===== src/rtl/latch_report_scheduler_pkg.sv =====
`default_nettype none
// ============================================================================
// Module  : latch_report_pkg
// Purpose : Shared definitions for the latch report scheduler: host command
//           byte values, the scheduler FSM state type and the frame payload
//           byte-count helper.
// Ports   : none (package)
// Options : none
// Revision: 1.0 - initial release
// ============================================================================
package latch_report_pkg;

  // Host byte values. ACK1/ACK2 double as the frame tag of each channel.
  localparam logic [7:0] CMD_ACK1  = 8'h00;
  localparam logic [7:0] CMD_ACK2  = 8'h01;
  localparam logic [7:0] CMD_TRIG1 = 8'h02;
  localparam logic [7:0] CMD_TRIG2 = 8'h03;

  typedef enum logic [1:0] {
    ST_IDLE     = 2'd0,
    ST_SEND     = 2'd1,
    ST_WAIT_ACK = 2'd2,
    ST_CLEAR    = 2'd3
  } state_t;

  // Number of payload bytes needed to carry a value of the given bit width.
  function automatic int nbytes(input int width);
    return (width + 7) / 8;
  endfunction

endpackage
`default_nettype wire


===== src/rtl/latch_report_scheduler_if.sv =====
`default_nettype none
// ============================================================================
// Module  : latch_report_scheduler_if
// Purpose : Byte link between the scheduler and the host-side byte FIFO.
// Signals : oTxData/oTxValid  outgoing byte and its valid flag
//           iTxReady          sink accepts the outgoing byte
//           iRxData/iRxValid  incoming host byte and its one-cycle strobe
// Modports: master - scheduler side, slave - FIFO/host side
// Revision: 1.0 - initial release
// ============================================================================
interface latch_report_scheduler_if;
  logic [7:0] oTxData;
  logic       oTxValid;
  logic       iTxReady;
  logic [7:0] iRxData;
  logic       iRxValid;

  modport master (
    output oTxData,
    output oTxValid,
    input  iTxReady,
    input  iRxData,
    input  iRxValid
  );

  modport slave (
    input  oTxData,
    input  oTxValid,
    output iTxReady,
    output iRxData,
    output iRxValid
  );
endinterface
`default_nettype wire


===== src/rtl/latch_report_scheduler_frame_serializer.sv =====
`default_nettype none
// ============================================================================
// Module  : frame_serializer
// Purpose : Emits a tagged frame (tag byte, then pNBYTES payload bytes LSB
//           first) over a valid/ready byte link. The frame image is held so
//           the same frame can be re-sent without re-reading the source.
// Ports   : iCLK, iRSTn       clock, asynchronous active-low reset
//           iStart            load iTag/iData and begin a new frame
//           iRestart          re-send the held frame from its tag byte
//           iTag, iData       tag and zero-extended payload snapshot
//           oTxData, oTxValid registered byte output stage
//           iTxReady          sink accepts the current byte
//           oDone             high in the cycle the last byte transfers
// Revision: 1.0 - initial release
// ============================================================================
module frame_serializer #(
  parameter int pNBYTES = 5
) (
  input  wire logic                   iCLK,
  input  wire logic                   iRSTn,
  input  wire logic                   iStart,
  input  wire logic                   iRestart,
  input  wire logic [7:0]             iTag,
  input  wire logic [pNBYTES*8-1:0]   iData,
  output logic      [7:0]             oTxData,
  output logic                        oTxValid,
  input  wire logic                   iTxReady,
  output logic                        oDone
);

  localparam int FRAME_BITS = (pNBYTES + 1) * 8;
  localparam int IDXW       = $clog2(pNBYTES + 1);

  logic [FRAME_BITS-1:0] r_frame;  // held image {payload, tag} for retransmit
  logic [FRAME_BITS-1:0] r_shift;  // remaining bytes, current byte in [7:0]
  logic [IDXW-1:0]       r_idx;    // index of the byte currently offered
  logic                  r_valid;

  logic w_xfer;
  logic w_last;

  assign w_xfer   = r_valid & iTxReady;
  assign w_last   = (r_idx == IDXW'(pNBYTES));
  assign oTxData  = r_shift[7:0];
  assign oTxValid = r_valid;
  assign oDone    = w_xfer & w_last;

  always_ff @(posedge iCLK or negedge iRSTn) begin
    if (!iRSTn) begin
      r_frame <= '0;
      r_shift <= '0;
      r_idx   <= '0;
      r_valid <= 1'b0;
    end else if (iStart) begin
      r_frame <= {iData, iTag};
      r_shift <= {iData, iTag};
      r_idx   <= '0;
      r_valid <= 1'b1;
    end else if (iRestart) begin
      r_shift <= r_frame;
      r_idx   <= '0;
      r_valid <= 1'b1;
    end else if (w_xfer) begin
      // Byte accepted: advance, or close the frame after the last byte.
      r_shift <= {8'h00, r_shift[FRAME_BITS-1:8]};
      if (w_last) begin
        r_valid <= 1'b0;
      end else begin
        r_idx <= r_idx + 1'b1;
      end
    end
  end

endmodule
`default_nettype wire


===== src/rtl/latch_report_scheduler.sv =====
`default_nettype none
// ============================================================================
// Module  : latch_report_scheduler
// Purpose : Reports the two latched counter registers to a host over a byte
//           link. Arbitrates the ready flags (round-robin on ties), sends a
//           tagged frame, waits for the host ack, then holds the counter's
//           latch-reset request until the ready flag clears. Host trigger
//           bytes are decoded into one-cycle soft latch pulses in any state.
// Ports   : iCLK, iRSTn                  clock, asynchronous active-low reset
//           iRdy1/iLatch1Val             register 1 ready flag and value
//           iRdy2/iLatch2Val             register 2 ready flag and value
//           oResetLatch1/oResetLatch2    latch-reset requests (level)
//           oSoftLatch1/oSoftLatch2      one-cycle soft latch triggers
//           link (master)                tx/rx byte link
//           oBusy                        FSM not idle
//           oUnexpected                  saturating count of ignored rx bytes
// Options : LATCH_REPORT_ACK_TIMEOUT_EN  retransmit the held frame after
//                                        pACK_TIMEOUT cycles without an ack
// Revision: 1.0 - initial release
// ============================================================================
module latch_report_scheduler
  import latch_report_pkg::*;
#(
  parameter int pWIDTH       = 40,
  parameter int pACK_TIMEOUT = 1000000
) (
  input  wire logic              iCLK,
  input  wire logic              iRSTn,
  input  wire logic              iRdy1,
  input  wire logic [pWIDTH-1:0] iLatch1Val,
  input  wire logic              iRdy2,
  input  wire logic [pWIDTH-1:0] iLatch2Val,
  output logic                   oResetLatch1,
  output logic                   oResetLatch2,
  output logic                   oSoftLatch1,
  output logic                   oSoftLatch2,
  latch_report_scheduler_if.master link,
  output logic                   oBusy,
  output logic [7:0]             oUnexpected
);

  localparam int NB = nbytes(pWIDTH);

  state_t     r_state;
  logic       r_rr_last;   // channel served last: 0 = ch1, 1 = ch2
  logic       r_served;    // channel of the frame in flight
  logic       r_rst1;
  logic       r_rst2;
  logic       r_soft1;
  logic       r_soft2;
  logic [7:0] r_unexp;

  logic            w_grant;
  logic            w_grant_ch2;
  logic [7:0]      w_tag;
  logic [7:0]      w_tag_held;
  logic [NB*8-1:0] w_snap;
  logic            w_done;
  logic            w_restart;
  logic            w_rx_ack;
  logic            w_rx_trig1;
  logic            w_rx_trig2;
  logic            w_rx_unexp;
  logic            w_served_rdy;

  // ch2 wins when it is the only one ready, or on a tie when ch1 went last.
  assign w_grant_ch2  = iRdy2 & (~iRdy1 | ~r_rr_last);
  assign w_grant      = (r_state == ST_IDLE) & (iRdy1 | iRdy2);
  assign w_tag        = w_grant_ch2 ? CMD_ACK2 : CMD_ACK1;
  assign w_tag_held   = r_served ? CMD_ACK2 : CMD_ACK1;
  assign w_served_rdy = r_served ? iRdy2 : iRdy1;

  always_comb begin
    w_snap = '0;
    if (w_grant_ch2) begin
      w_snap[pWIDTH-1:0] = iLatch2Val;
    end else begin
      w_snap[pWIDTH-1:0] = iLatch1Val;
    end
  end

  // Rx decode. Only the tag of the frame in flight counts as an ack, and
  // only while waiting for it; every other non-trigger byte is counted.
  assign w_rx_ack   = link.iRxValid & (r_state == ST_WAIT_ACK) & (link.iRxData == w_tag_held);
  assign w_rx_trig1 = link.iRxValid & (link.iRxData == CMD_TRIG1);
  assign w_rx_trig2 = link.iRxValid & (link.iRxData == CMD_TRIG2);
  assign w_rx_unexp = link.iRxValid & ~w_rx_ack & ~w_rx_trig1 & ~w_rx_trig2;

`ifdef LATCH_REPORT_ACK_TIMEOUT_EN
  localparam int TOW = $clog2(pACK_TIMEOUT + 1);

  logic [TOW-1:0] r_to_cnt;

  // Zero outside WAIT_ACK, so it starts from zero on every entry.
  always_ff @(posedge iCLK or negedge iRSTn) begin
    if (!iRSTn) begin
      r_to_cnt <= '0;
    end else if ((r_state != ST_WAIT_ACK) || w_restart) begin
      r_to_cnt <= '0;
    end else begin
      r_to_cnt <= r_to_cnt + 1'b1;
    end
  end

  assign w_restart = (r_state == ST_WAIT_ACK) & ~w_rx_ack &
                     (r_to_cnt == TOW'(pACK_TIMEOUT - 1));
`else
  logic w_unused_timeout;

  assign w_restart        = 1'b0;
  assign w_unused_timeout = (pACK_TIMEOUT != 0);
`endif

  frame_serializer #(
    .pNBYTES (NB)
  ) u_ser (
    .iCLK     (iCLK),
    .iRSTn    (iRSTn),
    .iStart   (w_grant),
    .iRestart (w_restart),
    .iTag     (w_tag),
    .iData    (w_snap),
    .oTxData  (link.oTxData),
    .oTxValid (link.oTxValid),
    .iTxReady (link.iTxReady),
    .oDone    (w_done)
  );

  always_ff @(posedge iCLK or negedge iRSTn) begin
    if (!iRSTn) begin
      r_state   <= ST_IDLE;
      r_rr_last <= 1'b1;  // ch2 "went last", so ch1 wins the first tie
      r_served  <= 1'b0;
      r_rst1    <= 1'b0;
      r_rst2    <= 1'b0;
      r_soft1   <= 1'b0;
      r_soft2   <= 1'b0;
      r_unexp   <= 8'h00;
    end else begin
      r_soft1 <= w_rx_trig1;
      r_soft2 <= w_rx_trig2;
      if (w_rx_unexp && (r_unexp != 8'hFF)) begin
        r_unexp <= r_unexp + 8'h01;
      end

      case (r_state)
        ST_IDLE: begin
          if (w_grant) begin
            r_served <= w_grant_ch2;
            r_state  <= ST_SEND;
          end
        end
        ST_SEND: begin
          if (w_done) begin
            r_state <= ST_WAIT_ACK;
          end
        end
        ST_WAIT_ACK: begin
          if (w_rx_ack) begin
            r_rst1  <= ~r_served;
            r_rst2  <= r_served;
            r_state <= ST_CLEAR;
          end else if (w_restart) begin
            r_state <= ST_SEND;
          end
        end
        ST_CLEAR: begin
          if (!w_served_rdy) begin
            r_rst1    <= 1'b0;
            r_rst2    <= 1'b0;
            r_rr_last <= r_served;
            r_state   <= ST_IDLE;
          end
        end
        default: begin
          r_state <= ST_IDLE;
        end
      endcase
    end
  end

  assign oResetLatch1 = r_rst1;
  assign oResetLatch2 = r_rst2;
  assign oSoftLatch1  = r_soft1;
  assign oSoftLatch2  = r_soft2;
  assign oUnexpected  = r_unexp;
  assign oBusy        = (r_state != ST_IDLE);

endmodule
`default_nettype wire

===== src/flat_wrapper.sv =====
// flat-port wrapper written by rule: the top's interface ports become plain ports
module latch_report_scheduler_flat import latch_report_pkg::*;
#(
  parameter int pWIDTH       = 40,
  parameter int pACK_TIMEOUT = 1000000
)
  (iCLK, iRSTn, iRdy1, iLatch1Val, iRdy2, iLatch2Val, oResetLatch1, oResetLatch2, oSoftLatch1, oSoftLatch2, oBusy, oUnexpected, link_oTxData, link_oTxValid, link_iTxReady, link_iRxData, link_iRxValid);
  latch_report_scheduler_if link_i ();
  input  wire logic iCLK;
  input  wire logic iRSTn;
  input  wire logic iRdy1;
  input  wire logic [pWIDTH-1:0] iLatch1Val;
  input  wire logic iRdy2;
  input  wire logic [pWIDTH-1:0] iLatch2Val;
  output logic oResetLatch1;
  output logic oResetLatch2;
  output logic oSoftLatch1;
  output logic oSoftLatch2;
  output logic oBusy;
  output logic [7:0] oUnexpected;
  output wire logic [$bits(link_i.oTxData)-1:0] link_oTxData;
  output wire logic [$bits(link_i.oTxValid)-1:0] link_oTxValid;
  input wire logic [$bits(link_i.iTxReady)-1:0] link_iTxReady;
  input wire logic [$bits(link_i.iRxData)-1:0] link_iRxData;
  input wire logic [$bits(link_i.iRxValid)-1:0] link_iRxValid;
  assign link_oTxData = link_i.oTxData;
  assign link_oTxValid = link_i.oTxValid;
  assign link_i.iTxReady = link_iTxReady;
  assign link_i.iRxData = link_iRxData;
  assign link_i.iRxValid = link_iRxValid;
  latch_report_scheduler #(.pWIDTH(pWIDTH), .pACK_TIMEOUT(pACK_TIMEOUT)) u_core (.iCLK(iCLK), .iRSTn(iRSTn), .iRdy1(iRdy1), .iLatch1Val(iLatch1Val), .iRdy2(iRdy2), .iLatch2Val(iLatch2Val), .oResetLatch1(oResetLatch1), .oResetLatch2(oResetLatch2), .oSoftLatch1(oSoftLatch1), .oSoftLatch2(oSoftLatch2), .link(link_i), .oBusy(oBusy), .oUnexpected(oUnexpected));
endmodule

===== config.mk =====
export PLATFORM = sky130hd
export DESIGN_NAME = latch_report_scheduler_flat
export DESIGN_NICKNAME = d
export VERILOG_FILES = /design/src/rtl/latch_report_scheduler_pkg.sv /design/src/rtl/latch_report_scheduler_if.sv /design/src/rtl/latch_report_scheduler_frame_serializer.sv /design/src/rtl/latch_report_scheduler.sv /design/src/flat_wrapper.sv
export SDC_FILE = /design/constraint.sdc
export NUM_CORES = 1
export LEC_CHECK = 0
export ABC_AREA = 1
export CORE_UTILIZATION = 40
export DETAILED_ROUTE_END_ITERATION = 7
export DONT_BUFFER_PORTS = 1
export RECOVER_POWER = 50
export REMOVE_ABC_BUFFERS = 1
export SLEW_MARGIN = 20
export SYNTH_ARGS = -nofsm -noshare
export SYNTH_HDL_FRONTEND = slang
export SYNTH_SLANG_ARGS = --single-unit

===== constraint.sdc =====
create_clock -name iCLK -period 3.2 [get_ports iCLK]
set_input_delay 0.32 -clock iCLK [delete_from_list [all_inputs] [get_ports iCLK]]
set_output_delay 0.32 -clock iCLK [all_outputs]
set_load 0.005 [all_outputs]

==> impl_results.md <==
* Max Freq at 0.447 GHz
* DRC at 0
* Row count at 34
* CP Capture Type: register
* Slew margin rel. at -16.9%
* Post-synth EDFFs at 0
* Top post-synthesis cells by count: nand2_1 (76), dfrtp_1 (67), nor2_1 (66), o21ai_0 (62), inv_1 (38)
* Global-route wire length before repair at 13.4 mm
* Worst R2R Setup Slack at 0.96 ns
* Final Hold Fails at 0
* Final ANT Viol Nets at 0
* Flops & latches, synth at 68
* Crit share post-route at 69.9%
* Yosys cell types at 31
* Per-cell routed wire length at 14.4 um
* Clk buf depth at 2
* Share of layout cells above drive strength 1 at 8.11%
* Main flop type after synthesis: dfrtp_1
* Crit-path slowest cell: inv_2
* Post-DP HPWL at 5.16 mm
* Vias in the first global route at 2660
* Cell Pwr Density at 885 nW/um2
* Via density at 5.24
* ANT cells at 0
* # H-tree levels at 3
* Largest net degree at the start of global routing at 69
* Syn_area_per_cell at 7.97 um2
* Final Slew Violations at 69
* Clock sinks at 68
* Seq pwr share at 43.7%
* # Post-CTS Setup Buffers at 0
* Area contributors post-synth: dfrtp_1 (45%), o21ai_0 (8.3%), nand2_1 (7.6%), nor2_1 (6.6%), inv_1 (3.8%)
* Drt pass-1 iters at 4
* Final Routed Wirelength at 8.14 mm
* Final setup viols at 0
* Seq/Total Area, Yosys at 45.6%
* Int Power at 0.00207 W
* Yosys top cell area share at 44.9%
* Root Driver: clkbuf_8
* Critical Path RT at 3.42 ns
* Clk pwr share at 19.2%
* Initial antenna violation count at 0
* Setup TNS at 0 ns
* Area growth syn-to-layout at 4.56%
* Status: finished, violations left
* NumNets Final at 553
* Mapped cell area at 3730 um2
* Tot GR Track Use at 17.6%
* Worst VDD drop at 0.364 mV
* RSZ-0062 raised after global routing: false
* Comb pwr share at 37.2%
* TritonCTS Buffers at 9
* Worst hold slack at 0.147 ns
* Critical path data arrival time at 2.46 ns
* P_leak at 1.84 nW
* Buf/Inv on CP at 4
* Worst Setup EP: u_core.u_ser.r_shift[0]
* Total number of yosys warnings at 0
* Starting DRT DRC Count at 88
* Worst Tran Pin Value at 1.75 ns
* Core area at 8890 um2
* Clock skew at 0.0140 ns
* Asr flop ratio synth at 100%
* # fillers at 887
* Worst setup SP type: register
* Max incr delay on CP at 0.44 ns
* Number of I/O port buffers at 0
* Area leader, netlist: dfrtp_1
* Area post-placement at 3700 um2
* Stages on the worst setup path at 8
* CP top delay family: buffers and inverters
* Worst hold path type: input pin to register
* Critical path startpoint: u_core.r_state[0]
* Post-route minimum period at 2.24 ns
* Worst reg2reg path depth at 8
* R2R Path End: u_core.u_ser.r_shift[0]
* Final cell count without fillers at 564
* Crit path cell chain: inv_1, ha_1, inv_2, nor2_4, inv_2, nand2_4, o21ai_0, inv_1
* WS Path Type: register to register
* Die Ht at 98.6 um
* Max Cap Viol at 1
* Worst-path clk slew at 0.08 ns
* Num ports at 116
* Via Count at 2955
* Worst-path maximum fanout at 41
* Placed Cells at 546
* Starting Density at 42.0%
* CTS tree: built
* Clock Latency Late Sink at 0.35 ns
* Post-CTS Resized at 0
* NetSw at 0.00138 W
* Most frequent cell after synthesis: nand2_1
* Gr ovfl total at 0
* Reg-to-Reg Start: u_core.r_state[0]
* Die width at 98.6 um
* Die Area at 9720 um2
* Multi-input gate area at 1680 um2
* Fin area at 3900 um2
* Storage element area at 1700 um2
* Sw Share at 39.9%
* Failing checks: capacitance limit, slew limit
* Global placement routability congestion at 0.802
* Synth Instances at 468
[sequential cells by signal, summed over array words and instances, names as in the netlist]
| signal | count |
|---|---|
| u_core.r_rr_last | 1 |
| u_core.oResetLatch2 | 1 |
| u_core.oUnexpected | 8 |
| u_core.u_ser.oTxValid | 1 |
| u_core.r_served | 1 |
| u_core.oSoftLatch1 | 1 |
| u_core.u_ser.r_idx | 3 |
| u_core.oSoftLatch2 | 1 |
| u_core.r_state | 2 |
| u_core.u_ser.r_shift | 48 |
| u_core.oResetLatch1 | 1 |
[cell families after synthesis]
| family | count (synthesis) | share of synthesized area [%] |
|---|---|---|
| AO/OA/AOI/OAI | 136 | 21.2 |
| XOR/XNOR | 7 | 1.64 |
| adder cells (fa/ha/maj) | 8 | 2.68 |
| buffers and inverters | 75 | 9.39 |
| flip-flops | 68 | 45.6 |
| AND/OR/NAND/NOR | 174 | 19.5 |
[stage by stage]
step,utilization [%],setup WS [ns],total power (W)
after CTS,44.1,0.948,0.00351
final,43.9,0.962,0.00345
after global routing,43.9,0.662,0.00377
after detailed placement,41.6,0.966,0.00281
after floorplan,-,0.845,0.00246
after global placement,41.6,1.03,0.00275
[worst register-to-register path: cells and delay by family (launching register included)]
family	cells	cell delay [ns]
buf+inv	4	0.70
simple gates	2	0.48
fa+ha+maj	1	0.26
compound gates	1	0.29
flops	1	0.40
[layer usage]
| layer | up-vias | wire, um | part of all wire [%] | track usage (%) |
|---|---|---|---|---|
| met5 | - | 0 | 0 | 0 |
| met4 | 0 | 64 | 0.79 | 5.63 |
| met3 | 6 | 494 | 6.1 | 4.82 |
| met2 | 102 | 3700 | 46 | 27.6 |
| met1 | 1331 | 3870 | 48 | 23.6 |
| li1 | 1516 | - | - | - |
[worst min path at each step]
stage | endpoint | slack, ns | startpoint | depth (start not counted)
2_1_floorplan | u_core.oResetLatch1 | 0.02 | iRSTn | 0
3_3_place_gp | u_core.oResetLatch1 | 0.03 | iRSTn | 0
3_5_place_dp | u_core.r_state[1] | 0.03 | iRSTn | 0
4_1_cts | u_core.u_ser.r_shift[46] | 0.13 | iLatch1Val[38] | 2
5_1_grt | u_core.u_ser.r_shift[40] | 0.15 | iLatch1Val[32] | 2
6_report | u_core.u_ser.r_shift[46] | 0.15 | iLatch1Val[38] | 2
[repair_timing]
item | in CTS | in global routing
hold buffers | 2 | 0
endpoints found under the setup margin | 0 | 0
endpoints found under the hold margin | 68 | 0
[cell usage in the layout (no fill, tap or decap), types with 4 or more instances in the layout]
cell / n
dfrtp_1: 67
nand3_1: 18
a21oi_1: 24
a31oi_1: 8
o21ai_0: 62
inv_1: 38
o211ai_1: 18
o22ai_1: 8
xor2_1: 5
nor2_1: 66
nand2_1: 75
clkbuf_8: 11
ha_1: 8
o21bai_1: 14
inv_2: 4
[final cells by class]
type	count	area share, %
Tap cell	108	3.46
Inverter	42	4.04
Sequential cell	68	43.6
Clock buffer	11	3.88
Clock inverter	5	0.930
Multi-Input combinational cell	325	43.1
Timing Repair Buffer	5	0.962
[power groups by stage]
stage                     logic (W)  clock network, W  registers, W
after floorplan             0.00101                 0       0.00145
after global placement      0.00123                 0       0.00151
after detailed placement    0.00128                 0       0.00153
after CTS                   0.00131          0.000686       0.00151
after global routing        0.00150          0.000719       0.00155
final                       0.00128          0.000662       0.00151
Power figures use the tool's default switching activity.
